$ cat src/rtl/read_sweep_pkg.sv
// -----------------------------------------------------------------------------
// read_sweep_pkg
// Shared types and constants for the read-latency sweep sequencer.
//   state_e    : sequencer FSM states (IDLE, ISSUE, WAIT, ACCUM, DONE)
//   SEL_*      : result select codes carried on m_input_select
//   LAT_MAX    : saturation value of the per-probe latency counter
//   MIN_INIT   : value the running minimum starts from
//   sat_inc()  : 32-bit increment that sticks at LAT_MAX
// -----------------------------------------------------------------------------
package read_sweep_pkg;

    typedef enum logic [2:0] {
        IDLE  = 3'd0,
        ISSUE = 3'd1,
        WAIT  = 3'd2,
        ACCUM = 3'd3,
        DONE  = 3'd4
    } state_e;

    localparam logic [1:0] SEL_SUM = 2'd0;
    localparam logic [1:0] SEL_MIN = 2'd1;
    localparam logic [1:0] SEL_MAX = 2'd2;
    localparam logic [1:0] SEL_ERR = 2'd3;

    localparam logic [31:0] LAT_MAX  = 32'hFFFF_FFFF;
    localparam logic [31:0] MIN_INIT = 32'hFFFF_FFFF;

    function automatic logic [31:0] sat_inc(input logic [31:0] v);
        return (v == LAT_MAX) ? v : v + 32'd1;
    endfunction

endpackage

$ cat src/rtl/latency_stats.sv
// -----------------------------------------------------------------------------
// latency_stats
// Running min / max / sum / mismatch-count over the probe latencies of one
// sweep.
//   clk_i, rst_i  : clock, synchronous active-high reset
//   clear_i       : restart statistics (start of a new invocation)
//   acc_i         : fold lat_i / mismatch_i into the statistics this cycle
//   lat_i         : measured latency of the probe being accumulated
//   mismatch_i    : returned word differed from the expected word
//   min_o, max_o  : running minimum / maximum latency
//   sum_o         : latency sum saturated to 32 bits
//   errs_o        : number of mismatching probes
// -----------------------------------------------------------------------------
module latency_stats
    import read_sweep_pkg::*;
#(
    parameter int SUM_W = 40
) (
    input  logic        clk_i,
    input  logic        rst_i,
    input  logic        clear_i,
    input  logic        acc_i,
    input  logic [31:0] lat_i,
    input  logic        mismatch_i,
    output logic [31:0] min_o,
    output logic [31:0] max_o,
    output logic [31:0] sum_o,
    output logic [31:0] errs_o
);

    logic [31:0]      min_q, min_d;
    logic [31:0]      max_q, max_d;
    logic [SUM_W-1:0] sum_q, sum_d;
    logic [31:0]      errs_q, errs_d;
    logic [SUM_W:0]   sum_ext;

    // One extra bit catches accumulator overflow; the sum then sticks at all-ones.
    assign sum_ext = {1'b0, sum_q} + (SUM_W+1)'(lat_i);

    always_comb begin
        min_d  = min_q;
        max_d  = max_q;
        sum_d  = sum_q;
        errs_d = errs_q;
        if (clear_i) begin
            min_d  = MIN_INIT;
            max_d  = '0;
            sum_d  = '0;
            errs_d = '0;
        end else if (acc_i) begin
            if (lat_i < min_q) min_d = lat_i;
            if (lat_i > max_q) max_d = lat_i;
            sum_d = sum_ext[SUM_W] ? '1 : sum_ext[SUM_W-1:0];
            if (mismatch_i) errs_d = errs_q + 32'd1;
        end
    end

    always_ff @(posedge clk_i) begin
        if (rst_i) begin
            min_q  <= MIN_INIT;
            max_q  <= '0;
            sum_q  <= '0;
            errs_q <= '0;
        end else begin
            min_q  <= min_d;
            max_q  <= max_d;
            sum_q  <= sum_d;
            errs_q <= errs_d;
        end
    end

    assign min_o  = min_q;
    assign max_o  = max_q;
    assign sum_o  = (|sum_q[SUM_W-1:32]) ? 32'hFFFF_FFFF : sum_q[31:0];
    assign errs_o = errs_q;

endmodule

$ cat src/rtl/read_latency_sweep.sv
// -----------------------------------------------------------------------------
// read_latency_sweep
// Issues N strided single-word Avalon-MM reads, one outstanding at a time,
// measures each request-to-data latency, checks the returned word against
// the running expected value (0, stride, 2*stride, ...) and returns one
// selected statistic over an Avalon-ST style invocation handshake.
//
// Invocation side:
//   clock, reset          : clock, synchronous active-high reset
//   m_src_addr            : base byte address (bits [31:0] used)
//   m_input_count         : number of probes N
//   m_input_stride        : element stride between probes
//   m_input_select        : 0 sum, 1 min, 2 max, 3 mismatch count
//   m_valid_in/m_ready_out: invocation accepted when both are high
//   m_valid_out/m_ready_in: result presented in DONE until both are high
//   m_output_value        : selected statistic, 0 outside DONE
// Memory side (Avalon-MM read master):
//   src_address/src_read/src_waitrequest : request, held while stalled
//   src_readdata/src_readdatavalid       : response
//   src_write/src_writedata/src_byteenable/src_burstcount/src_writeack :
//                                          fixed single-word read-only use
//
// Handshake rule: a transfer happens on a rising edge where the producer's
// valid and the consumer's ready are both high; valid, once raised, is held
// with stable data until that edge.
//
// Build option: define READ_SWEEP_TIMEOUT_EN to add a per-probe watchdog of
// TIMEOUT_CYCLES; on expiry the sweep aborts and returns 32'hFFFFFFFF.
// -----------------------------------------------------------------------------
module read_latency_sweep
    import read_sweep_pkg::*;
#(
    parameter int DATA_W         = 32,
    parameter int SUM_W          = 40,
    parameter int TIMEOUT_CYCLES = 4096
) (
    input  logic         clock,
    input  logic         reset,
    input  logic [63:0]  m_src_addr,
    input  logic [31:0]  m_input_count,
    input  logic [31:0]  m_input_stride,
    input  logic [1:0]   m_input_select,
    output logic [31:0]  m_output_value,
    output logic         m_ready_out,
    input  logic         m_valid_in,
    output logic         m_valid_out,
    input  logic         m_ready_in,
    input  logic [511:0] src_readdata,
    input  logic         src_readdatavalid,
    input  logic         src_waitrequest,
    output logic [31:0]  src_address,
    output logic         src_read,
    output logic         src_write,
    input  logic         src_writeack,
    output logic [511:0] src_writedata,
    output logic [63:0]  src_byteenable,
    output logic [4:0]   src_burstcount
);

    localparam logic [31:0] BYTES = 32'(DATA_W / 8);

    state_e            state_q, state_d;
    logic              ready_q, ready_d;
    logic [1:0]        sel_q, sel_d;
    logic [31:0]       count_q, count_d;
    logic [31:0]       stride_q, stride_d;
    logic [31:0]       addr_q, addr_d;
    logic [DATA_W-1:0] expect_q, expect_d;
    logic [31:0]       idx_q, idx_d;
    logic [31:0]       lat_q, lat_d;
    logic              mis_q, mis_d;

    logic              start;
    logic              stats_clear, stats_acc;
    logic              read_c;
    logic [31:0]       st_min, st_max, st_sum, st_errs;

`ifdef READ_SWEEP_TIMEOUT_EN
    logic              to_q, to_d;
    logic              timeout_hit;
    assign timeout_hit = (lat_q >= 32'(TIMEOUT_CYCLES));
`endif

    assign start = ready_q & m_valid_in;

    always_comb begin
        state_d     = state_q;
        ready_d     = ready_q;
        sel_d       = sel_q;
        count_d     = count_q;
        stride_d    = stride_q;
        addr_d      = addr_q;
        expect_d    = expect_q;
        idx_d       = idx_q;
        lat_d       = lat_q;
        mis_d       = mis_q;
        stats_clear = 1'b0;
        stats_acc   = 1'b0;
        read_c      = 1'b0;
`ifdef READ_SWEEP_TIMEOUT_EN
        to_d        = to_q;
`endif
        case (state_q)
            IDLE: begin
                if (start) begin
                    sel_d       = m_input_select;
                    count_d     = m_input_count;
                    stride_d    = m_input_stride;
                    addr_d      = m_src_addr[31:0];
                    expect_d    = '0;
                    idx_d       = '0;
                    lat_d       = '0;
                    stats_clear = 1'b1;
                    ready_d     = 1'b0;
`ifdef READ_SWEEP_TIMEOUT_EN
                    to_d        = 1'b0;
`endif
                    state_d     = (m_input_count == 32'd0) ? DONE : ISSUE;
                end
            end
            ISSUE: begin
                // lat is 0 in the first ISSUE cycle and counts stall cycles too.
                read_c = 1'b1;
                lat_d  = sat_inc(lat_q);
                if (!src_waitrequest) state_d = WAIT;
`ifdef READ_SWEEP_TIMEOUT_EN
                if (timeout_hit) begin
                    read_c  = 1'b0;
                    to_d    = 1'b1;
                    state_d = DONE;
                end
`endif
            end
            WAIT: begin
                if (src_readdatavalid) begin
                    // lat_q is held, so ACCUM sees the captured latency.
                    mis_d   = (src_readdata[DATA_W-1:0] != expect_q);
                    state_d = ACCUM;
                end else begin
                    lat_d = sat_inc(lat_q);
`ifdef READ_SWEEP_TIMEOUT_EN
                    if (timeout_hit) begin
                        to_d    = 1'b1;
                        state_d = DONE;
                    end
`endif
                end
            end
            ACCUM: begin
                stats_acc = 1'b1;
                idx_d     = idx_q + 32'd1;
                addr_d    = addr_q + stride_q * BYTES;
                expect_d  = expect_q + DATA_W'(stride_q);
                lat_d     = '0;
                state_d   = (idx_d == count_q) ? DONE : ISSUE;
            end
            DONE: begin
                if (m_ready_in) begin
                    ready_d = 1'b1;
                    state_d = IDLE;
                end
            end
            default: state_d = IDLE;
        endcase
    end

    always_ff @(posedge clock) begin
        if (reset) begin
            state_q  <= IDLE;
            ready_q  <= 1'b1;
            sel_q    <= '0;
            count_q  <= '0;
            stride_q <= '0;
            addr_q   <= '0;
            expect_q <= '0;
            idx_q    <= '0;
            lat_q    <= '0;
            mis_q    <= 1'b0;
`ifdef READ_SWEEP_TIMEOUT_EN
            to_q     <= 1'b0;
`endif
        end else begin
            state_q  <= state_d;
            ready_q  <= ready_d;
            sel_q    <= sel_d;
            count_q  <= count_d;
            stride_q <= stride_d;
            addr_q   <= addr_d;
            expect_q <= expect_d;
            idx_q    <= idx_d;
            lat_q    <= lat_d;
            mis_q    <= mis_d;
`ifdef READ_SWEEP_TIMEOUT_EN
            to_q     <= to_d;
`endif
        end
    end

    latency_stats #(
        .SUM_W (SUM_W)
    ) u_stats (
        .clk_i      (clock),
        .rst_i      (reset),
        .clear_i    (stats_clear),
        .acc_i      (stats_acc),
        .lat_i      (lat_q),
        .mismatch_i (mis_q),
        .min_o      (st_min),
        .max_o      (st_max),
        .sum_o      (st_sum),
        .errs_o     (st_errs)
    );

    always_comb begin
        m_output_value = '0;
        if (state_q == DONE) begin
            case (sel_q)
                SEL_SUM: m_output_value = st_sum;
                SEL_MIN: m_output_value = (count_q == 32'd0) ? 32'd0 : st_min;
                SEL_MAX: m_output_value = st_max;
                default: m_output_value = st_errs;
            endcase
`ifdef READ_SWEEP_TIMEOUT_EN
            if (to_q) m_output_value = 32'hFFFF_FFFF;
`endif
        end
    end

    assign m_ready_out    = ready_q;
    assign m_valid_out    = (state_q == DONE);
    assign src_read       = read_c;
    assign src_address    = addr_q;
    assign src_write      = 1'b0;
    assign src_writedata  = '0;
    assign src_byteenable = '1;
    assign src_burstcount = 5'd1;

    logic unused_bits;
`ifdef READ_SWEEP_TIMEOUT_EN
    assign unused_bits = ^{m_src_addr[63:32], src_readdata[511:DATA_W], src_writeack};
`else
    assign unused_bits = ^{m_src_addr[63:32], src_readdata[511:DATA_W], src_writeack,
                           32'(TIMEOUT_CYCLES)};
`endif

endmodule

$ cat config.mk
export PLATFORM = sky130hd
export DESIGN_NAME = read_latency_sweep
export DESIGN_NICKNAME = d
export VERILOG_FILES = /design/src/rtl/read_sweep_pkg.sv /design/src/rtl/latency_stats.sv /design/src/rtl/read_latency_sweep.sv
export SDC_FILE = /design/constraint.sdc
export NUM_CORES = 1
export LEC_CHECK = 0
export BUFFER_PORTS_ARGS = -buffer_cell sky130_fd_sc_hd__buf_2
export CORE_AREA = 2 2 507 509
export DETAILED_ROUTE_END_ITERATION = 7
export DIE_AREA = 0 0 509 511
export SYNTH_ARGS = -nofsm -noshare
export SYNTH_HDL_FRONTEND = slang
export SYNTH_SLANG_ARGS = --single-unit
$ cat constraint.sdc
create_clock -name clock -period 3.6 [get_ports clock]
set_input_delay 0.36 -clock clock [delete_from_list [all_inputs] [get_ports clock]]
set_output_delay 0.36 -clock clock [all_outputs]
set_load 0.02 [all_outputs]
**Yosys cells after proc, flatten, opt, wreduce, memory -nomap -nowiden**

Index checks and enable logic that the tools add are counted.

- Register bits after elaboration: 335
- Logic and storage cells: 82
- Output and inout bits: 649
- Bits of input ports: 649

- Muxes and demuxes: 27
- $add $sub $neg: 6
- $lt $le $gt $ge: 2
- Reductions and logical operators: 18
- Bitwise gates (word level): 1
- Equality and inequality tests: 14

Operators by type and width:

| cell | count |
|---|---|
| 32-bit two-way mux | 7 |
| 32-bit case mux with 2 select lines | 3 |
| 32-bit case mux with 4 select lines | 1 |
| 32-bit by 1-bit adder with 32-bit output, second input constant | 3 |
| 32-bit case mux with 3 select lines | 1 |
| 32-bit adder | 2 |
| 32-bit logical NOT | 2 |
| 40-bit by 32-bit adder with 41-bit output | 1 |
| 40-bit two-way mux | 1 |
| 32-bit equality test | 1 |
| 32-bit equality test, second input constant | 1 |
| 32-bit greater-than comparator | 1 |
| 32-bit < comparator | 1 |
| 32-bit != test | 1 |
| 3-bit two-way mux | 6 |
| 3-bit case mux with 5 select lines | 1 |
| 2-bit AND reduction | 6 |
| 2-bit != test, second input constant | 4 |
| 8-bit OR reduction | 1 |
| 3-bit by 2-bit equality test with 1-bit output, second input constant | 2 |
| 1-bit two-way mux | 6 |
| 3-bit AND reduction | 2 |
| 4-bit AND reduction | 1 |
| 2-bit nonzero test | 2 |
| other kinds (11) | 11 |

**Depth between registers and ports, before layout**

- Depth in word-level cells: 4
- Depth in mapped cells: 13
- Gate-level depth less buffers: 12

**By module**

A second synthesis with hierarchy kept.

- Cell total of the unflattened synthesis: 3405
- Area total of the unflattened synthesis: 25831.0 um^2

By module, submodules not included:

| module | instances | area an instance (um^2) | cells an instance | sequential area each (um^2) |
|---|---|---|---|---|
| read_latency_sweep | 1 | 17528.1 | 2375 | 3983.8 |
| latency_stats | 1 | 8303.0 | 1030 | 2722.6 |

**Worst setup path after synthesis**

No wires, ideal clock.

- Path type: register to register
- Start: register lat_q[9]
- End: register u_stats.sum_q[20]
- Arrival: 2668 ps
- Required time: 3478 ps
- Setup slack: 810 ps
- Setup time: 122 ps
- Period minus slack after synthesis: 2790 ps
- Path buffers: 2
- Cell stages (with the launch flop): 12
- Cells stage by stage: dfxtp_1 > ha_1 > a2111oi_0 > o21ai_0 > a221oi_1 > a21oi_1 > nor2_1 > a21oi_1 > a21oi_1 > buf_2 > buf_2 > a21oi_1

- Longest elaborated chain between the ends: 2

RTL lines:

| element | RTL line | source |
|---|---|---|
| start, declared | read_latency_sweep.sv:70 | `logic [31:0] lat_q, lat_d;` |
| start signal, assigned | read_latency_sweep.sv:191 | `lat_q <= lat_d;` |
| 40-bit by 32-bit adder with 41-bit output | latency_stats.sv:38 | `assign sum_ext = {1'b0, sum_q} + (SUM_W+1)'(lat_i);` |
| 40-bit two-way mux | latency_stats.sv:53 | `sum_d = sum_ext[SUM_W] ? '1 : sum_ext[SUM_W-1:0];` |
| end signal, assigned | latency_stats.sv:67 | `sum_q <= sum_d;` |
| end, declared | latency_stats.sv:33 | `logic [SUM_W-1:0] sum_q, sum_d;` |

No other way between the ends.
A chain may end at the register's enable or synchronous reset.

**Worst setup path after layout**

- Start: register stride_q[0]
- End: register expect_q[30]

- Longest elaborated chain between the ends: 2

RTL lines:

| element | RTL line | source |
|---|---|---|
| start, declared | read_latency_sweep.sv:66 | `logic [31:0] stride_q, stride_d;` |
| start signal, assigned | read_latency_sweep.sv:187 | `stride_q <= stride_d;` |
| 32-bit adder | read_latency_sweep.sv:153 | `expect_d = expect_q + DATA_W'(stride_q);` |
| 32-bit case mux with 2 select lines | read_latency_sweep.sv:103 | `case (state_q)` |
| end signal, assigned | read_latency_sweep.sv:189 | `expect_q <= expect_d;` |
| end, declared | read_latency_sweep.sv:68 | `logic [DATA_W-1:0] expect_q, expect_d;` |

No other way between the ends.

==> results.py <==
metrics = {
    "critical_path": {
        "worstSetupStartpointType": "flip-flop",
        "cp_cell_sequence": "ha_1, fa_1, a21oi_1, o311ai_0, buf_4, nor2b_1, o221ai_1, buf_4, o31ai_1, buf_4, a41o_1, a311oi_2, xor2_1, o21ai_0",
        "cp.arrival_ns": 3.79,
        "cpLargestDelayFamily": "compound AO/OA/AOI/OAI gates",
        "path_max_fanout": 4,
        "crit_top_cell": "buf_4",
        "critPathCaptureType": "flip-flop",
        "cp_num_buf_inv": 3,
        "crit_path_max_incr_delay_ns": 0.41,
        "slowest_stage": "fa_1",
        "worstPathRequired_ns": 4.05,
        "path_class": "reg -> reg",
    },
    "pwr": {
        "powerDensity_nw_per_um2": 347,
        "power.total_mw": 11.0,
        "power_leakage_nw": 12.8,
        "max-vdd-ir-drop_mv": 0.275,
    },
    "drt": {
        "drt-initial-drc-count": 1560,
        "avgViaCountPerCell": 3.24,
        "wl_um": 89200,
        "wire_per_inst_um": 12.6,
        "first_pass_iters": 5,
        "drtAntennaViolNets": 0,
        "remaining_drc_errors": 0,
        "num_vias": 22923,
    },
    "floorplanning": {
        "fp-row-count": 186,
        "pin_count": 1298,
        "coreArea_um2": 255000,
        "die_w_um": 509,
        "initial_utilization": 0.102,
        "dieHeight_um": 511,
        "die_area_um2": 260000,
    },
    "cells_and_area": {
        "multi_input_area_um2": 16300,
        "drive_above_1_share": 0.117,
        "final_nets": 4461,
        "final_cells": 7071,
        "post-route-util": 0.124,
        "regArea_um2": 6710,
        "syn_to_final_growth_pct": 21.2,
        "n_fill_cell": 29438,
    },
    "synth": {
        "yosys.area.top_type": "dfxtp_1",
        "synth-edff-count": 0,
        "yosysWarnings": 0,
        "synth_cell_type_count": 81,
        "seq_area_frac_synth": 0.257,
        "async_flop_share": 0,
        "ys_ff_latch": 335,
        "yosysMostFrequentCell": "buf_4",
        "synth.area.top_cells": "dfxtp_1, buf_4, ha_1",
        "syn_inst": 3406,
        "synth_common_cells": "buf_4, nand2_1, dfxtp_1, a21oi_1, o21ai_0",
        "avgSynthCellArea_um2": 7.66,
        "syn_area_um2": 26100,
        "yosys.area.top_type_share": 0.257,
        "ys.flop_type": "dfxtp_1",
    },
    "grt": {
        "overflow": 0,
        "grt_pass1_wl_um": 130000,
        "antenna_found_initial": 6,
        "grt_max_degree": 101,
        "grt_pass1_vias": 20171,
        "grt_usage": 0.0652,
    },
    "timing": {
        "finalClockSkew_ns": 0.0426,
        "rsz0062_at_grt": "no",
        "max_freq_mhz": 300,
        "slew_headroom": 0.410,
        "fin_crit_ns": 3.34,
        "final.period_utilization": 0.927,
        "worst_slew_pin_slew_ns": 0.883,
        "setup_viol": 0,
        "hold_viol_final": 0,
        "slew_viol_final": 0,
        "tns_ns": 0,
    },
    "clock_network": {
        "cts_sinks": 335,
        "insertion_delay_ns": 0.64,
        "cts-htree-levels": 2,
        "path_clk_slew_ns": 0.06,
        "cts_tree": "yes",
        "root_buffer": "clkbuf_16",
        "cts_buffers": 43,
        "clockBufferDepth": 3,
    },
    "placed_design": {
        "gp_congestion": 0.833,
        "numPlacedInstances": 6929,
        "dp_hpwl_um": 69500,
        "port_buffers": 202,
    },
    "flow_run": {
        "drv_cap": 0,
    },
    "run_status": {
        "run_status": "completed",
    },
    "min_path": {
        "hp-class": "in -> reg",
    },
}
==> cell usage in the layout, fill, tap and decap left out, types with 9 or more instances in the layout <==
cell type and count:
nor4_1 28, a31oi_1 59, and3_1 26, buf_4 100, o211ai_1 13, nor3_1 36
o21bai_1 10, xor2_1 86, o21ai_0 228, nor4_2 10, mux2i_1 40, nand4_1 53
dlygate4sd3_1 61, o21a_1 54, dfxtp_1 334, ha_1 158, nor2b_1 21, conb_1 582
nand2_1 414, clkbuf_16 43, inv_1 103, nand3_1 86, a311oi_1 20, a211oi_1 12
nor2_1 191, xnor2_1 114, a21oi_1 276, a211o_1 36, or3_1 27, a21o_1 56
nand2b_1 9, buf_2 201, o31ai_1 15
==> worst min-delay path: cells and delay by family <==
| kind | cells | cell delay, ns |
|---|---|---|
| and+or+nand+nor | 1 | 0.07 |
| AOI/OAI and AO/OA | 1 | 0.05 |
| buffers and inverters | 1 | 0.14 |
==> power breakdown <==
group | total, mW | internal, mW | switching, mW
registers | 4.00 | 3.84 | 0.157
clock network | 4.82 | 2.83 | 1.98
logic | 2.15 | 0.576 | 1.57
==> stage by stage <==
stage,hold WS (ns),worst slack [ns],cell area (um2)
after floorplan,0.441,0.810,28300
after global placement,0.441,0.306,29400
after detailed placement,0.449,0.242,29400
after CTS,0.00123,0.162,31600
after global routing,0.0192,0.0373,31600
final,0.0430,0.262,31600
==> area by class of cell <==
| cell class | count | share of cell area |
|---|---|---|
| multi-input cells | 2801 | 0.514 |
| flip-flops and latches | 335 | 0.212 |
| well taps | 3384 | 0.134 |
| repair buffers | 367 | 0.0778 |
| clock buffers | 53 | 0.0378 |
| inverters | 103 | 0.0122 |
| clock inverters | 27 | 0.0115 |
| diodes | 1 | 0.0000792 |
==> per-layer routing <==
layer,routed length (um),up-vias,share of wire,global-route usage
met5,13,-,0.00015,0
met1,42000,10656,0.47,0.0907
met2,40400,970,0.45,0.106
met4,1570,2,0.018,0.0127
li1,-,11208,-,-
met3,5230,87,0.059,0.00989
==> repair_timing <==
| action | CTS | global route |
|---|---|---|
| gates resized for setup | 0 | 3 |
| buffers inserted | 0 | 0 |
| hold endpoints to repair | 61 | 0 |
| hold buffers | 61 | 0 |
| endpoints found under the setup margin | 0 | 2 |
==> cells by family after synthesis <==
logic type                 count (synthesis)  synth area share
and+or+nand+nor                          951             0.170
AOI/OAI and AO/OA                        866             0.205
buffers and inverters                    850             0.207
DFF                                      335             0.257
xor gates and xnor gates                 201            0.0681
adders and majority gates                161            0.0781
muxes                                     40            0.0153
other                                      2          0.000288
==> flip-flops by register name, indices dropped and copies added (netlist names) <==
signal	flops
count_q	32
expect_q	32
idx_q	32
lat_q	32
m_ready_out	1
mis_q	1
sel_q	2
src_address	32
state_q	3
stride_q	32
u_stats.errs_o	32
u_stats.max_o	32
u_stats.min_o	32
u_stats.sum_q	40
==> path summary, 6_finish.rpt <==
check	startpoint	end	slack, ns	cells after the start
setup / recovery	stride_q[0]$_SDFFE_PP0P_	expect_q[30]$_SDFFE_PP0P_	0.26	14
hold / removal	m_input_count[25]	count_q[25]$_SDFFE_PP0P_	0.04	3
setup reg to reg	stride_q[0]$_SDFFE_PP0P_	expect_q[30]$_SDFFE_PP0P_	0.26	14
hold reg to reg	src_address[1]$_SDFFE_PP0P_	src_address[1]$_SDFFE_PP0P_	0.46	2
Note: power is estimated with default switching activity, not from simulation.
